[src/rtl/cpu_sequencer_pkg.sv]
// Shared types and constants for the CPU sequencer.
//   state_t  : sequencer states (FETCH, EXEC1, EXEC2, HALTED, FAULT)
//   opcode_t : 6-bit primary opcode, with OP_* constants
//   func_t   : 6-bit SPECIAL function field, with FUNC_* constants
//   ctrl_t   : bundle of the nine datapath control strobes
//   is_legal : true for the supported instruction subset
package codes;

  typedef enum logic [2:0] {
    FETCH  = 3'd0,
    EXEC1  = 3'd1,
    EXEC2  = 3'd2,
    HALTED = 3'd3,
    FAULT  = 3'd4
  } state_t;

  typedef logic [5:0] opcode_t;
  typedef logic [5:0] func_t;

  localparam opcode_t OP_SPECIAL = 6'h00;
  localparam opcode_t OP_ADDIU   = 6'h09;
  localparam opcode_t OP_LW      = 6'h23;
  localparam opcode_t OP_SW      = 6'h2B;

  localparam func_t FUNC_JR   = 6'h08;
  localparam func_t FUNC_ADDU = 6'h21;

  typedef struct packed {
    logic pc_wen;
    logic ir_wen;
    logic ram_wen;
    logic ram_rds;
    logic reg_wen;
    logic src_b_sel;
    logic ram_a_sel;
    logic reg_wd_sel;
    logic reg_a3_sel;
  } ctrl_t;

  function automatic logic is_legal(opcode_t op, func_t fn);
    case (op)
      OP_LW, OP_SW, OP_ADDIU: is_legal = 1'b1;
      OP_SPECIAL:             is_legal = (fn == FUNC_ADDU) || (fn == FUNC_JR);
      default:                is_legal = 1'b0;
    endcase
  endfunction

endpackage

[src/rtl/cpu_sequencer_if.sv]
// Bundle between the sequencer and the datapath.
//   master : the sequencer (consumes instruction fields / memory status,
//            drives state, status and control strobes)
//   slave  : the datapath side (the mirror image)
interface cpu_sequencer_if;
  import codes::*;

  opcode_t opcode_i;
  func_t   function_i;
  logic    waitrequest_i;
  logic    jr_zero_i;

  state_t  state_o;
  logic    active_o;
  logic    fault_o;
  logic    pc_wen_o;
  logic    ir_wen_o;
  logic    ram_wen_o;
  logic    ram_rds_o;
  logic    reg_wen_o;
  logic    src_b_sel_o;
  logic    ram_a_sel_o;
  logic    reg_wd_sel_o;
  logic    reg_a3_sel_o;

  modport master (
    input  opcode_i, function_i, waitrequest_i, jr_zero_i,
    output state_o, active_o, fault_o,
           pc_wen_o, ir_wen_o, ram_wen_o, ram_rds_o, reg_wen_o,
           src_b_sel_o, ram_a_sel_o, reg_wd_sel_o, reg_a3_sel_o
  );

  modport slave (
    output opcode_i, function_i, waitrequest_i, jr_zero_i,
    input  state_o, active_o, fault_o,
           pc_wen_o, ir_wen_o, ram_wen_o, ram_rds_o, reg_wen_o,
           src_b_sel_o, ram_a_sel_o, reg_wd_sel_o, reg_a3_sel_o
  );

endinterface

[src/rtl/cpu_sequencer_decode.sv]
// Combinational control decode for the CPU sequencer.
//   state_i    : current sequencer state
//   opcode_i   : primary opcode
//   function_i : SPECIAL function field
//   first_i    : first cycle of the current state (stall counter is 0)
//   stall_i    : the current access state is waiting on memory
//   ctrl_o     : datapath control strobes
module cpu_decode
  import codes::*;
(
  input  state_t  state_i,
  input  opcode_t opcode_i,
  input  func_t   function_i,
  input  logic    first_i,
  input  logic    stall_i,
  output ctrl_t   ctrl_o
);

  always_comb begin
    ctrl_o = '0;
    case (state_i)
      FETCH: ctrl_o.ram_rds = 1'b1;

      EXEC1: begin
        // IR latches once; later stalled EXEC1 cycles must not reload it.
        // An illegal opcode gets only this strobe before heading to FAULT.
        ctrl_o.ir_wen = first_i;
        if (opcode_i == OP_LW) begin
          ctrl_o.ram_rds   = 1'b1;
          ctrl_o.src_b_sel = 1'b1;
          ctrl_o.ram_a_sel = 1'b1;
        end
      end

      EXEC2: begin
        case (opcode_i)
          OP_SW: begin
            ctrl_o.ram_wen   = 1'b1;
            ctrl_o.src_b_sel = 1'b1;
            ctrl_o.ram_a_sel = 1'b1;
            ctrl_o.pc_wen    = !stall_i;
          end
          OP_LW: begin
            ctrl_o.reg_wen = 1'b1;
            ctrl_o.pc_wen  = 1'b1;
          end
          OP_ADDIU: begin
            ctrl_o.reg_wen    = 1'b1;
            ctrl_o.src_b_sel  = 1'b1;
            ctrl_o.reg_wd_sel = 1'b1;
            ctrl_o.pc_wen     = 1'b1;
          end
          OP_SPECIAL: begin
            if (function_i == FUNC_ADDU) begin
              ctrl_o.reg_wen    = 1'b1;
              ctrl_o.reg_wd_sel = 1'b1;
              ctrl_o.reg_a3_sel = 1'b1;
              ctrl_o.pc_wen     = 1'b1;
            end else if (function_i == FUNC_JR) begin
              ctrl_o.pc_wen = 1'b1;
            end
          end
          default: ;
        endcase
      end

      default: ;  // HALTED, FAULT: everything off
    endcase
  end

endmodule

[src/rtl/cpu_sequencer.sv]
// Multi-cycle CPU control sequencer: FETCH -> EXEC1 -> EXEC2 with memory
// stalls, a stall-timeout watchdog, and absorbing HALTED/FAULT states.
//   clk_i   : clock
//   reset_i : synchronous active-high reset
//   bus     : cpu_sequencer_if.master (instruction fields, memory status,
//             state/status outputs and control strobes)
// Parameters: WAIT_W (stall counter width), WAIT_LIMIT (stall cycles that
// trigger FAULT, 0 disables).
module cpu_sequencer
  import codes::*;
#(
  parameter int WAIT_W     = 8,
  parameter int WAIT_LIMIT = 200
) (
  input  logic              clk_i,
  input  logic              reset_i,
  cpu_sequencer_if.master   bus
);

  localparam logic [WAIT_W-1:0] WAIT_MAX = '1;

  state_t            state_q, state_d;
  logic [WAIT_W-1:0] wait_q, wait_d;
  logic              access;
  logic              stall;
  logic              timeout;
  ctrl_t             ctrl;

  // Only memory-access cycles honour waitrequest; elsewhere it is ignored.
  always_comb begin
    access = 1'b0;
    case (state_q)
      FETCH:   access = 1'b1;
      EXEC1:   access = (bus.opcode_i == OP_LW);
      EXEC2:   access = (bus.opcode_i == OP_SW);
      default: access = 1'b0;
    endcase
  end

  assign stall   = access && bus.waitrequest_i;
  // Counter value k means k stalled cycles already spent in this state.
  assign timeout = (WAIT_LIMIT != 0) && (int'(wait_q) == WAIT_LIMIT - 1);

  always_comb begin
    state_d = state_q;
    case (state_q)
      FETCH: begin
        if (stall) state_d = timeout ? FAULT : FETCH;
        else       state_d = EXEC1;
      end
      EXEC1: begin
        if (!is_legal(bus.opcode_i, bus.function_i)) state_d = FAULT;
        else if (stall) state_d = timeout ? FAULT : EXEC1;
        else            state_d = EXEC2;
      end
      EXEC2: begin
        if (stall) state_d = timeout ? FAULT : EXEC2;
        else if (bus.opcode_i == OP_SPECIAL && bus.function_i == FUNC_JR &&
                 bus.jr_zero_i)
          state_d = HALTED;
        else
          state_d = FETCH;
      end
      HALTED:  state_d = HALTED;
      FAULT:   state_d = FAULT;
      default: state_d = FAULT;
    endcase
  end

  always_comb begin
    wait_d = wait_q;
    if (state_d != state_q)           wait_d = '0;
    else if (stall && wait_q != WAIT_MAX) wait_d = wait_q + 1'b1;
  end

  always_ff @(posedge clk_i) begin
    if (reset_i) begin
      state_q <= FETCH;
      wait_q  <= '0;
    end else begin
      state_q <= state_d;
      wait_q  <= wait_d;
    end
  end

  cpu_decode u_decode (
    .state_i    (state_q),
    .opcode_i   (bus.opcode_i),
    .function_i (bus.function_i),
    .first_i    (wait_q == '0),
    .stall_i    (stall),
    .ctrl_o     (ctrl)
  );

  assign bus.state_o      = state_q;
  assign bus.active_o     = (state_q != HALTED) && (state_q != FAULT);
  assign bus.fault_o      = (state_q == FAULT);
  assign bus.pc_wen_o     = ctrl.pc_wen;
  assign bus.ir_wen_o     = ctrl.ir_wen;
  assign bus.ram_wen_o    = ctrl.ram_wen;
  assign bus.ram_rds_o    = ctrl.ram_rds;
  assign bus.reg_wen_o    = ctrl.reg_wen;
  assign bus.src_b_sel_o  = ctrl.src_b_sel;
  assign bus.ram_a_sel_o  = ctrl.ram_a_sel;
  assign bus.reg_wd_sel_o = ctrl.reg_wd_sel;
  assign bus.reg_a3_sel_o = ctrl.reg_a3_sel;

endmodule

[src/flat_wrapper.sv]
// flat-port wrapper written by rule: the top's interface ports become plain ports
module cpu_sequencer_flat import codes::*;
#(
  parameter int WAIT_W     = 8,
  parameter int WAIT_LIMIT = 200
)
  (clk_i, reset_i, bus_opcode_i, bus_function_i, bus_waitrequest_i, bus_jr_zero_i, bus_state_o, bus_active_o, bus_fault_o, bus_pc_wen_o, bus_ir_wen_o, bus_ram_wen_o, bus_ram_rds_o, bus_reg_wen_o, bus_src_b_sel_o, bus_ram_a_sel_o, bus_reg_wd_sel_o, bus_reg_a3_sel_o);
  cpu_sequencer_if bus_i ();
  input  logic clk_i;
  input  logic reset_i;
  input wire logic [$bits(bus_i.opcode_i)-1:0] bus_opcode_i;
  input wire logic [$bits(bus_i.function_i)-1:0] bus_function_i;
  input wire logic [$bits(bus_i.waitrequest_i)-1:0] bus_waitrequest_i;
  input wire logic [$bits(bus_i.jr_zero_i)-1:0] bus_jr_zero_i;
  output wire logic [$bits(bus_i.state_o)-1:0] bus_state_o;
  output wire logic [$bits(bus_i.active_o)-1:0] bus_active_o;
  output wire logic [$bits(bus_i.fault_o)-1:0] bus_fault_o;
  output wire logic [$bits(bus_i.pc_wen_o)-1:0] bus_pc_wen_o;
  output wire logic [$bits(bus_i.ir_wen_o)-1:0] bus_ir_wen_o;
  output wire logic [$bits(bus_i.ram_wen_o)-1:0] bus_ram_wen_o;
  output wire logic [$bits(bus_i.ram_rds_o)-1:0] bus_ram_rds_o;
  output wire logic [$bits(bus_i.reg_wen_o)-1:0] bus_reg_wen_o;
  output wire logic [$bits(bus_i.src_b_sel_o)-1:0] bus_src_b_sel_o;
  output wire logic [$bits(bus_i.ram_a_sel_o)-1:0] bus_ram_a_sel_o;
  output wire logic [$bits(bus_i.reg_wd_sel_o)-1:0] bus_reg_wd_sel_o;
  output wire logic [$bits(bus_i.reg_a3_sel_o)-1:0] bus_reg_a3_sel_o;
  assign bus_i.opcode_i = bus_opcode_i;
  assign bus_i.function_i = bus_function_i;
  assign bus_i.waitrequest_i = bus_waitrequest_i;
  assign bus_i.jr_zero_i = bus_jr_zero_i;
  assign bus_state_o = bus_i.state_o;
  assign bus_active_o = bus_i.active_o;
  assign bus_fault_o = bus_i.fault_o;
  assign bus_pc_wen_o = bus_i.pc_wen_o;
  assign bus_ir_wen_o = bus_i.ir_wen_o;
  assign bus_ram_wen_o = bus_i.ram_wen_o;
  assign bus_ram_rds_o = bus_i.ram_rds_o;
  assign bus_reg_wen_o = bus_i.reg_wen_o;
  assign bus_src_b_sel_o = bus_i.src_b_sel_o;
  assign bus_ram_a_sel_o = bus_i.ram_a_sel_o;
  assign bus_reg_wd_sel_o = bus_i.reg_wd_sel_o;
  assign bus_reg_a3_sel_o = bus_i.reg_a3_sel_o;
  cpu_sequencer #(.WAIT_W(WAIT_W), .WAIT_LIMIT(WAIT_LIMIT)) u_core (.clk_i(clk_i), .reset_i(reset_i), .bus(bus_i));
endmodule
[config.mk]
export PLATFORM = sky130hd
export DESIGN_NAME = cpu_sequencer_flat
export DESIGN_NICKNAME = d
export VERILOG_FILES = /design/src/rtl/cpu_sequencer_pkg.sv /design/src/rtl/cpu_sequencer_if.sv /design/src/rtl/cpu_sequencer_decode.sv /design/src/rtl/cpu_sequencer.sv /design/src/flat_wrapper.sv
export SDC_FILE = /design/constraint.sdc
export NUM_CORES = 1
export LEC_CHECK = 0
export BUFFER_PORTS_ARGS = -buffer_cell sky130_fd_sc_hd__buf_2
export CAP_MARGIN = 20
export CORE_MARGIN = 4
export CORE_UTILIZATION = 50
export DETAILED_ROUTE_END_ITERATION = 10
export PLACE_DENSITY = 0.79
export RECOVER_POWER = 100
export SETUP_SLACK_MARGIN = 0.15
export SLEW_MARGIN = 20
export SYNTH_ARGS = -nofsm -noshare
export SYNTH_HDL_FRONTEND = slang
export SYNTH_SLANG_ARGS = --single-unit
[constraint.sdc]
create_clock -name clk_i -period 5.7 [get_ports clk_i]
set_input_delay 1.425 -clock clk_i [delete_from_list [all_inputs] [get_ports clk_i]]
set_output_delay 1.425 -clock clk_i [all_outputs]
set_load 0.02 [all_outputs]
==> results of run 1 <==
final cells by class:
class	instances	area [µm²]
tap	25	31.3
timing repair buffer	29	128
clock buffer	4	26.3
multi-input combinational	108	673
fill	184	667
inverter	5	18.8
sequential	11	220
power by group:
group / switching, W / internal, W / leakage [nW]
sequential: 0.00000418 / 0.0000788 / 0.0891
combinational: 0.0000302 / 0.0000158 / 0.250
clock: 0.0000260 / 0.0000272 / 0.0150
total: 0.0000604 / 0.000122 / 0.354
path summary, 6_finish.rpt:
path | to | slack [ns] | cells after the start
max | bus_pc_wen_o | 1.31 | 5
min | u_core.wait_q[5]$_SDFFE_PP0P_ | 0.54 | 2
max reg2reg | u_core.wait_q[1]$_SDFFE_PP0P_ | 3.34 | 4
min reg2reg | u_core.wait_q[5]$_SDFFE_PP0P_ | 0.54 | 2
Yosys cell counts, types with 2 or more instances:
library cell | instances | area [µm²]
nor2b_1 | 2 | 12.5
ha_1 | 2 | 25.0
nor3b_1 | 3 | 22.5
o221ai_1 | 2 | 17.5
nand4_1 | 6 | 37.5
nor3_1 | 9 | 45.0
nor2_1 | 10 | 37.5
o21ai_0 | 4 | 20.0
o2111ai_1 | 2 | 17.5
nor4_1 | 4 | 25.0
inv_1 | 5 | 18.8
nor4b_1 | 2 | 17.5
nor4bb_1 | 2 | 20.0
dfxtp_1 | 11 | 220
or4_1 | 4 | 30.0
nand2_1 | 11 | 41.3
a41oi_1 | 2 | 17.5
a21oi_1 | 12 | 60.1
a211oi_1 | 4 | 30.0
nand3_1 | 5 | 25.0
o31ai_1 | 3 | 22.5
clkbuf_1 | 4 | 15.0
critical path: stages:
cell,delay (ns)
clkbuf_1,0.10
nor3b_1,0.79
o21ai_0,0.20
a21oi_1,0.20
clkbuf_1,0.25
through the flow:
| step | std cells | setup slack (ns) |
|---|---|---|
| after floorplan | 129 | 1.66 |
| after global placement | 178 | 1.63 |
| after detailed placement | 178 | 1.57 |
| after CTS | 182 | 1.57 |
| after global routing | 182 | 1.13 |
| final | 182 | 1.31 |
cells by family after synthesis:
kind of cell | Yosys count | synth area share [%]
flops | 11 | 23.2
simple gates | 68 | 42.0
buf+inv | 10 | 4.74
compound gates | 37 | 26.5
xor+xnor | 1 | 0.922
fa+ha+maj | 2 | 2.63
sequential cells by signal, indices dropped and copies added, names as in the netlist:
| name | count |
|---|---|
| u_core.bus.state_o | 3 |
| u_core.wait_q | 8 |
metal layers:
layer  part of all wire (%)  vias up  GRT usage, %
met4                    1.9        0          8.73
met2                     51       71          42.6
li1                       -      573             -
met1                     38      540          26.7
met3                    8.6        9          4.87
met5                      0        -             0
==> impl_results.md, run 1 <==
* HP Class: flop to flop
* Port buffer count at 29
* Sink Count at 11
* Wirelength per Cell at 15.5 µm
* Dpl cell area at between 1000 and 1500 µm²
* Final hold vios at 0
* First-pass GRT wire length at 4.79 mm
* Crit. Startpoint: bus_opcode_i[2]
* Startpoint Class: input pin
* Leakage power at between 0.3 and 0.4 nW
* Routed vias/inst at 6.55
* Syn_area_per_cell at between 7 and 8 µm²
* Initial DRC count at 53
* DRC at 0
* RSZ-0062 raised after global routing: no
* Period utilization at 77.0%
* Post-synth cell types at 42
* Worst IR drop on VDD at approximately 0.099 mV
* Final instance area at between 1000 and 1500 µm²
* Mapped cell area at ~950 µm²
* Share of cells above drive strength 1 at roughly an eighth
* Yosys reg bits at 11
* Core area at ~1800 µm²
* Die area at approximately 2700 µm²
* Number of synthesized flops with an enable pin at 0
* Std cell rows at 15
* CTS tree: done
* Gr ovfl total at 0
* Clk root buf: clkbuf_4
* Starting density of the core at 53.8%
* Pin count of the biggest net entering global routing at 13
* GPL Wtd Cong at 0.942
* R2r startpoint: u_core.bus.state_o[1]$_SDFF_PP0_
* Count of TritonRoute iterations in the first routing pass at 4
* Via count of the first global-routing pass at around 1,100
* Crit Path Class: input pin to primary output
* Die width at just over 50 µm
* Total Power at around 0.00018 W
* Crit end category: primary output
* CTS max path bufs at 2
* Num CTS Buffers at 3
* Area grow syn2layout at 15.5%
* ANT cells at 0
* Routed Antenna Nets at 0
* IO Count at 30
* HPWL Detailed at around 2.2 mm
* # Post-CTS Setup Buffers at 0
* Cells after Synth at ~130
* Status: completed
* Post-Route WL at 2.83 mm
* Synth Flop Type: dfxtp_1
* Tightest Pin Transition at around 0.96 ns
* CTS H-tree depth at 1
* Async SR Flop Fraction at 0%
* Die Ht at 51.6 µm
* Hold-fix buffers, CTS at 0
* Overall Global Routing Usage at 23.5%
* Max Cap Violations at 0
* Worst slew margin at a little over a third
* Final Util at roughly 62%
* Arrival time worst endpoint at 2.96 ns
* FMAX at 0.228 GHz
* Final Max Slew Viols at 0
* Hold path start: u_core.wait_q[5]$_SDFFE_PP0P_
* Clk slew on worst S/H paths at 0.07 ns
* Setup-failing EPs final at 0
* Hold slack at about 0.54 ns
* Commonest non-fill, non-tap cells in the layout: clkbuf_1 (15), buf_2 (15), a21oi_1 (12)
* Setup TNS at 0 ns
* Net count, final at about 180
* Fin crit period at roughly 4.4 ns
* Crit Path Max Fanout at 9
* P per Cell Area at between 150 and 200 nW/µm²
* Post-CTS Resized at 0
* Sequential-to-total area share from yosys stat at a little under a quarter
* Final Skew at 0.00567 ns
* Insertion delay to the later sink of the worst-skew pair at about 0.27 ns
* Via count at 1,193
* Initial antenna violation count at 0
* CP Data Required Time at 4.28 ns
* Synthesized net count at 147
* Synth warnings at 0
Power figures use the tool's default switching activity.
==> inputs of run 2 (changes only) <==
--- a/config.mk
+++ b/config.mk
@@ -5,12 +5,13 @@
 export SDC_FILE = /design/constraint.sdc
 export NUM_CORES = 1
 export LEC_CHECK = 0
+export ABC_AREA = 1
 export BUFFER_PORTS_ARGS = -buffer_cell sky130_fd_sc_hd__buf_2
 export CAP_MARGIN = 20
 export CORE_MARGIN = 4
-export CORE_UTILIZATION = 50
+export CORE_UTILIZATION = 45
 export DETAILED_ROUTE_END_ITERATION = 10
-export PLACE_DENSITY = 0.79
+export PLACE_DENSITY = 0.74
 export RECOVER_POWER = 100
 export SETUP_SLACK_MARGIN = 0.15
 export SLEW_MARGIN = 20
==> constraint.sdc (replaced) <==
create_clock -name clk_i -period 3.9 [get_ports clk_i]
set_input_delay 0.975 -clock clk_i [delete_from_list [all_inputs] [get_ports clk_i]]
set_output_delay 0.975 -clock clk_i [all_outputs]
set_load 0.02 [all_outputs]
==> run 2 against run 1 <==
  * Non-clock buffer count unchanged
  * Register-to-register slack worse by 1.4 ns
  * Sequential power up 42%
  * Cell count up 27%
  * Clock-buffer cell count unchanged
  * Clock power up 50%
  * Synthesized area up 3.3%
  * Worst hold slack better by 0.011 ns
  * Sequential share of layout area down 0.83 points
  * Critical path depth up 5
==> impl_results.md, run 2 <==
* FMAX at around 0.32 GHz
* Via count of the first global-routing pass at 1,015 (-5.1%)
* GPL Wtd Cong at 0.917 (-2.7%)
* Most common cell after layout, fill and taps aside: nand2_1
* Count of TritonRoute iterations in the first routing pass at 4 (unchanged)
* Area grow syn2layout at 16.7%
* P per Cell Area at 225 nW/µm² (+36%)
* Yosys reg bits at 11 (unchanged)
* Die Ht at 54.7 µm (+6.0%)
* Number of synthesized flops with an enable pin at 0 (unchanged)
* Worst IR drop on VDD at 0.170 mV (+71%)
* Synth top area share at 22.4% (-0.74 points)
* Sink Count at 11 (unchanged)
* Routed vias/inst at 4.79 (-27%)
* Pin count of the biggest net entering global routing at 11 (-2)
* Tightest Pin Transition at 0.348 ns (-0.609 ns)
* Starting density of the core at 48.5% (-5.3 points)
* Area contributors post-synth: dfxtp_1 (22%), nand2_1 (14%), inv_1 (13%)
* Worst slew margin at 76.6% (+41 points)
* Mapped cell area at 981 µm² (+3.3%)
* Initial DRC count at 27 (-49%)
* Clk slew on worst S/H paths at 0.07 ns (about the same)
* Leakage power at 0.564 nW (+59%)
* Max Cap Violations at 0 (unchanged)
* Period utilization at between 80% and 90%
* Final hold vios at 0 (unchanged)
* Max reg flops at 8 (unchanged)
* Cells after Synth at 171 (+33%)
* Core area at 2020 µm² (+15%)
* Syn_area_per_cell at 5.74 µm² (-22%)
* IO Count at 30 (unchanged)
* Synth warnings at 0 (unchanged)
* Cell taking the most area after synthesis: dfxtp_1
* Crit Path Max Fanout at 4 (-5)
* Gr ovfl total at 0 (unchanged)
* Hold slack at 0.550 ns (+0.0115 ns)
* Startpoint Class: input pin
* Top-count cell post-synth: nand2_1
* Post-Route WL at 2.30 mm (-19%)
* HPWL Detailed at 1.86 mm (-14%)
* Post-synth cell types at 26 (-38%)
* Share of cells above drive strength 1 at 13.7% (+0.99 points)
* Die area at 2990 µm² (+12%)
* HP Class: flop to flop
* Initial antenna violation count at 0 (unchanged)
* CTS tree: done
* Insertion delay to the later sink of the worst-skew pair at 0.27 ns (about the same)
* CTS max path bufs at 2 (unchanged)
* Synth top cells by count: nand2_1 (36), inv_1 (35), nor2_1 (29)
* First-pass GRT wire length at 4.02 mm (-16%)
* Die width at 54.7 µm (+6.0%)
* Synthesized net count at 189 (+29%)
* DRC at 0 (unchanged)
* Most flops, register: u_core.wait_q
* R2r setup slk at 1.91 ns (-1.43 ns)
* Status: completed
* Clk root buf: clkbuf_4
* # Post-CTS Setup Buffers at 0 (unchanged)
* Net count, final at 223 (+27%)
* Fill cells at 223 (+21%)
* Async SR Flop Fraction at 0% (unchanged)
* CTS H-tree depth at 1 (unchanged)
* Setup TNS at 0 ns (unchanged)
* Via count at 1,107 (-7.2%)
* Crit end category: primary output
* Commonest non-fill, non-tap cells in the layout: nand2_1 (37), inv_1 (36), nor2_1 (30)
* Final Skew at 0.00107 ns (-0.00460 ns)
* Arrival time worst endpoint at 2.18 ns (-0.78 ns)
* CP Data Required Time at 2.92 ns (-1.36 ns)
* Post-CTS Resized at 0 (unchanged)
* ANT cells at 0 (unchanged)
* Fin crit period at 3.15 ns
* Wirelength per Cell at 9.95 µm (-36%)
* RSZ-0062 raised after global routing: no
* Crit Path Class: input pin to primary output
* Routed Antenna Nets at 0 (unchanged)
* Final Max Slew Viols at 0 (unchanged)
* Std cell rows at 16 (+1)
* Sequential-to-total area share from yosys stat at 22.4% (-0.74 points)
* Num CTS Buffers at 3 (unchanged)
* Setup-failing EPs final at 0 (unchanged)
* Hold-fix buffers, CTS at 0 (unchanged)
* Overall Global Routing Usage at 18.6% (-4.9 points)
* Port buffer count at 29 (unchanged)
* Synth Flop Type: dfxtp_1
-- run 2: changes by cell type in the layout (fill, tap and decap cells not counted), moves of 4 or more --
cell,delta
inv_1,+31
nand2_1,+26
nor2_1,+20
nand3_1,+12
a21oi_1,-10
or4_1,-5
a211oi_1,-4
nor3_1,-4
nor3b_1,-4
xor2_1,+4
-- run 2: final cells by class --
| cell class | instances | area [µm²] | area share (%) |
|---|---|---|---|
| Tap cell | 27 | 33.8 | 2.95 |
| Timing Repair Buffer | 29 | 129 | 11.3 |
| Multi-Input combinational cell | 122 | 592 | 51.7 |
| Clock buffer | 4 | 26.3 | 2.30 |
| Sequential cell | 11 | 220 | 19.2 |
| Inverter | 38 | 144 | 12.6 |
-- run 2: kinds of logic after synthesis --
logic type      count (synthesis)  synth area share [%]
simple gates                  103                  49.0
buf+inv                        38                  14.7
xor+xnor                        5                  4.46
fa+ha+maj                       2                  2.55
compound gates                 12                  6.89
flops                          11                  22.4
-- run 2: path summary, 6_finish.rpt --
| path | start | to | depth (start not counted) |
|---|---|---|---|
| setup / recovery | bus_opcode_i[4] | bus_pc_wen_o | 10 |
| hold reg to reg | u_core.wait_q[3]$_SDFFE_PP0P_ | u_core.wait_q[3]$_SDFFE_PP0P_ | 4 |
| hold / removal | u_core.wait_q[3]$_SDFFE_PP0P_ | u_core.wait_q[3]$_SDFFE_PP0P_ | 4 |
| setup reg to reg | u_core.bus.state_o[1]$_SDFF_PP0_ | u_core.wait_q[3]$_SDFFE_PP0P_ | 11 |
-- run 2: critical path, cell delays in order --
cell      delay [ns]
clkbuf_1        0.08
inv_1           0.05
nand2_1         0.06
nor2_1          0.17
nand3_1         0.16
nand3_1         0.16
nand2_1         0.10
inv_1           0.14
a31oi_1         0.11
buf_2           0.17
-- run 2: power breakdown --
group	switching, W	total (W)	internal [W]
combinational	0.0000398	0.0000602	0.0000204
clock	0.0000402	0.0000799	0.0000397
sequential	0.00000306	0.000118	0.000115
total	0.0000830	0.000258	0.000175
-- run 2: metrics by stage --
stage                     worst slack (ns)  power [W]  std cells  cell area [µm²]  util (%)
after floorplan                      0.932   0.000164        171              981         -
final                                0.746   0.000258        231             1140      56.6
after detailed placement             0.783   0.000185        227             1160      57.4
after CTS                            0.771   0.000265        231             1190      58.7
after global routing                 0.582   0.000275        231             1140      56.6
after global placement               0.857   0.000184        227             1160      57.4
-- run 2: per-layer routing --
metal  GRT usage, %  part of all wire (%)  up-vias
li1               -                     -      594
met2           31.3                    49       21
met5              0                     0        -
met3           4.36                   6.3        4
met1           20.9                    43      488
met4           11.2                   1.8        0
==> inputs of run 3 (changes only) <==
==> constraint.sdc (replaced) <==
create_clock -name clk_i -period 2.8 [get_ports clk_i]
set_input_delay 0.7 -clock clk_i [delete_from_list [all_inputs] [get_ports clk_i]]
set_output_delay 0.7 -clock clk_i [all_outputs]
set_load 0.02 [all_outputs]
==> run 3 against run 2 <==
  * Worst hold slack better by 0.0015 ns
  * Cell count stayed put
  * Sequential power up 39%
  * Sequential cell count did not move
  * Die area stayed put
  * Combinational power grew 45%
  * Clock-buffer cell count is the same
  * Clock skew about the same
  * First-iteration DRC count increased by 3.7%
  * Critical path type is now flop to primary output
==> impl_results.md, run 3 (same netlist as run 2, synthesis figures left out) <==
* Net count, final at 223 (unchanged)
* Wirelength per Cell at 10.1 µm (+1.2%)
* Die Ht at 54.7 µm (unchanged)
* Core area at 2020 µm² (unchanged)
* Most flops, register: u_core.wait_q
* Via count of the first global-routing pass at 1,015 (unchanged)
* Crit Path Max Fanout at 8 (+4)
* Startpoint Class: flop
* CTS H-tree depth at 1 (unchanged)
* Placed cells at 227 (unchanged)
* Port buffer count at 29 (unchanged)
* Hold-fix buffers, CTS at 0 (unchanged)
* Area grow syn2layout at 18.6%
* Met3 WL at 136 µm (-5.6%)
* Initial antenna violation count at 0 (unchanged)
* Die area at 2990 µm² (unchanged)
* Met2 wire length at 1.14 mm (+1.7%)
* Crit end category: primary output
* Commonest non-fill, non-tap cells in the layout: nand2_1 (36), inv_1 (35), nor2_1 (28)
* Starting density of the core at 48.5% (unchanged)
* First-pass GRT wire length at 4.02 mm (unchanged)
* Fin crit period at 2.54 ns
* Total Power at 0.000363 W (+41%)
* Setup-failing EPs final at 0 (unchanged)
* Sink Count at 11 (unchanged)
* Gr ovfl total at 0 (unchanged)
* IO Count at 30 (unchanged)
* Crit Path Class: flop to primary output
* Fill cells at 224 (+0.45%)
* CP bufs+invs at 2 (-2)
* Insertion delay to the later sink of the worst-skew pair at 0.27 ns (about the same)
* Post-Route WL at 2.33 mm (+1.2%)
* Num CTS Buffers at 3 (unchanged)
* CP max-delay cell: dfxtp_1
* RSZ-0062 raised after global routing: no
* Clk slew on worst S/H paths at 0.07 ns (about the same)
* Via count at 1,111 (+0.36%)
* Period utilization at about nine tenths
* Worst slew margin at 76.7% (about the same)
* Final hold vios at 0 (unchanged)
* P per Cell Area at 312 nW/µm² (+38%)
* Std cell rows at 16 (unchanged)
* Setup TNS at 0 ns (unchanged)
* Pin count of the biggest net entering global routing at 11 (unchanged)
* Leakage power at 0.561 nW (-0.55%)
* Count of TritonRoute iterations in the first routing pass at 4 (unchanged)
* CP Data Required Time at 2.10 ns (-0.82 ns)
* Routed vias/inst at 4.81 (+0.36%)
* Arrival time worst endpoint at 1.84 ns (-0.34 ns)
* Tightest Pin Transition at 0.348 ns (-0.000120 ns)
* Crit path cell chain: nand2_2 > nor2_2 > nand3_1 > nand3_1 > nand2_2 > inv_2 > a31oi_1 > buf_2
* Die width at 54.7 µm (unchanged)
* WL met1 at 1.01 mm (+1.5%)
* Final non-filler cell total at 231 (unchanged)
* Overall Global Routing Usage at 18.6% (unchanged)
* HPWL Detailed at 1.86 mm (unchanged)
* FMAX at 0.394 GHz
* GPL Wtd Cong at 0.917 (unchanged)
* Status: completed
* Max reg flops at 8 (unchanged)
* Share of cells above drive strength 1 at 17.2% (+3.4 points)
* CTS max path bufs at 2 (unchanged)
* HP Class: flop to flop
* Final Skew at 0.00102 ns (-0.0000513 ns)
* CP delay by family, top: simple AND/OR/NAND/NOR gates
* CTS tree: done
* Clk root buf: clkbuf_4
* Routed Antenna Nets at 0 (unchanged)
* Worst IR drop on VDD at 0.237 mV (+39%)
* Final Max Slew Viols at 0 (unchanged)
* Most common cell after layout, fill and taps aside: nand2_1
* CP max stage delay at 0.49 ns (+0.32 ns)
* ANT cells at 0 (unchanged)
* Max Cap Violations at 0 (unchanged)
* DRC at 0 (unchanged)
* Initial DRC count at 28 (+3.7%)
* Max Used Layer: met4
-- run 3: cell count changes in the layout (fill, tap and decap cells not counted) --
cell | previous run | this run
nor2_2 | 3 | 5
inv_1 | 36 | 35
buf_2 | 16 | 17
nand2_2 | 1 | 2
and3_1 | 1 | 0
inv_2 | 1 | 2
nand3_2 | 0 | 1
nand2_1 | 37 | 36
and3_4 | 0 | 1
nand3_1 | 17 | 16
clkbuf_1 | 14 | 13
nor2_1 | 30 | 28
-- run 3: layer usage --
layer | track usage [%] | up-vias
met5 | 0 | -
met2 | 31.3 | 19
li1 | - | 596
met4 | 11.2 | 0
met3 | 4.36 | 4
met1 | 20.9 | 492
-- run 3: tightest hold or removal path, delay by kind of cell (launching register included) --
kind | cells | cell delay, ns
buf+inv | 1 | 0.04
simple gates | 3 | 0.14
flops | 1 | 0.33
-- run 3: worst paths after layout --
kind	from	to	slack (ns)	cells after the start
setup / recovery	u_core.bus.state_o[1]$_SDFF_PP0_	bus_pc_wen_o	0.26	8
hold / removal	u_core.wait_q[3]$_SDFFE_PP0P_	u_core.wait_q[3]$_SDFFE_PP0P_	0.55	4
setup reg to reg	u_core.bus.state_o[1]$_SDFF_PP0_	u_core.wait_q[3]$_SDFFE_PP0P_	0.83	10
hold reg to reg	u_core.wait_q[3]$_SDFFE_PP0P_	u_core.wait_q[3]$_SDFFE_PP0P_	0.55	4
-- run 3: metrics by stage --
| step | hold WS, ns | util [%] | worst slack (ns) | area (µm²) |
|---|---|---|---|---|
| finish | 0.552 | 57.5 | 0.264 | 1160 |
| CTS | 0.551 | 58.7 | 0.221 | 1190 |
| floorplan | 0.510 | - | 0.382 | 981 |
| detailed placement | 0.539 | 57.4 | 0.233 | 1160 |
| global placement | 0.523 | 57.4 | 0.307 | 1160 |
| global route | 0.611 | 57.5 | 0.0986 | 1160 |
-- run 3: where the power goes --
group / switching (W) / total, W / internal, W / leakage [nW]
combinational: 0.0000574 / 0.0000874 / 0.0000300 / 0.457
clock: 0.0000560 / 0.000111 / 0.0000553 / 0.0150
sequential: 0.00000426 / 0.000164 / 0.000160 / 0.0891
-- run 3: final cells by class --
type,count,area (µm²),share of cell area [%]
tap,27,33.8,2.90
timing repair buffer,29,130,11.2
sequential,11,220,18.9
multi-input combinational,122,609,52.4
clock buffer,4,26.3,2.26
inverter,38,144,12.4
-- run 3: what timing repair did --
| item | in CTS | in global routing |
|---|---|---|
| endpoints found under the setup margin | 0 | 2 |
| setup buffers | 0 | 0 |
| resized for setup | 0 | 2 |
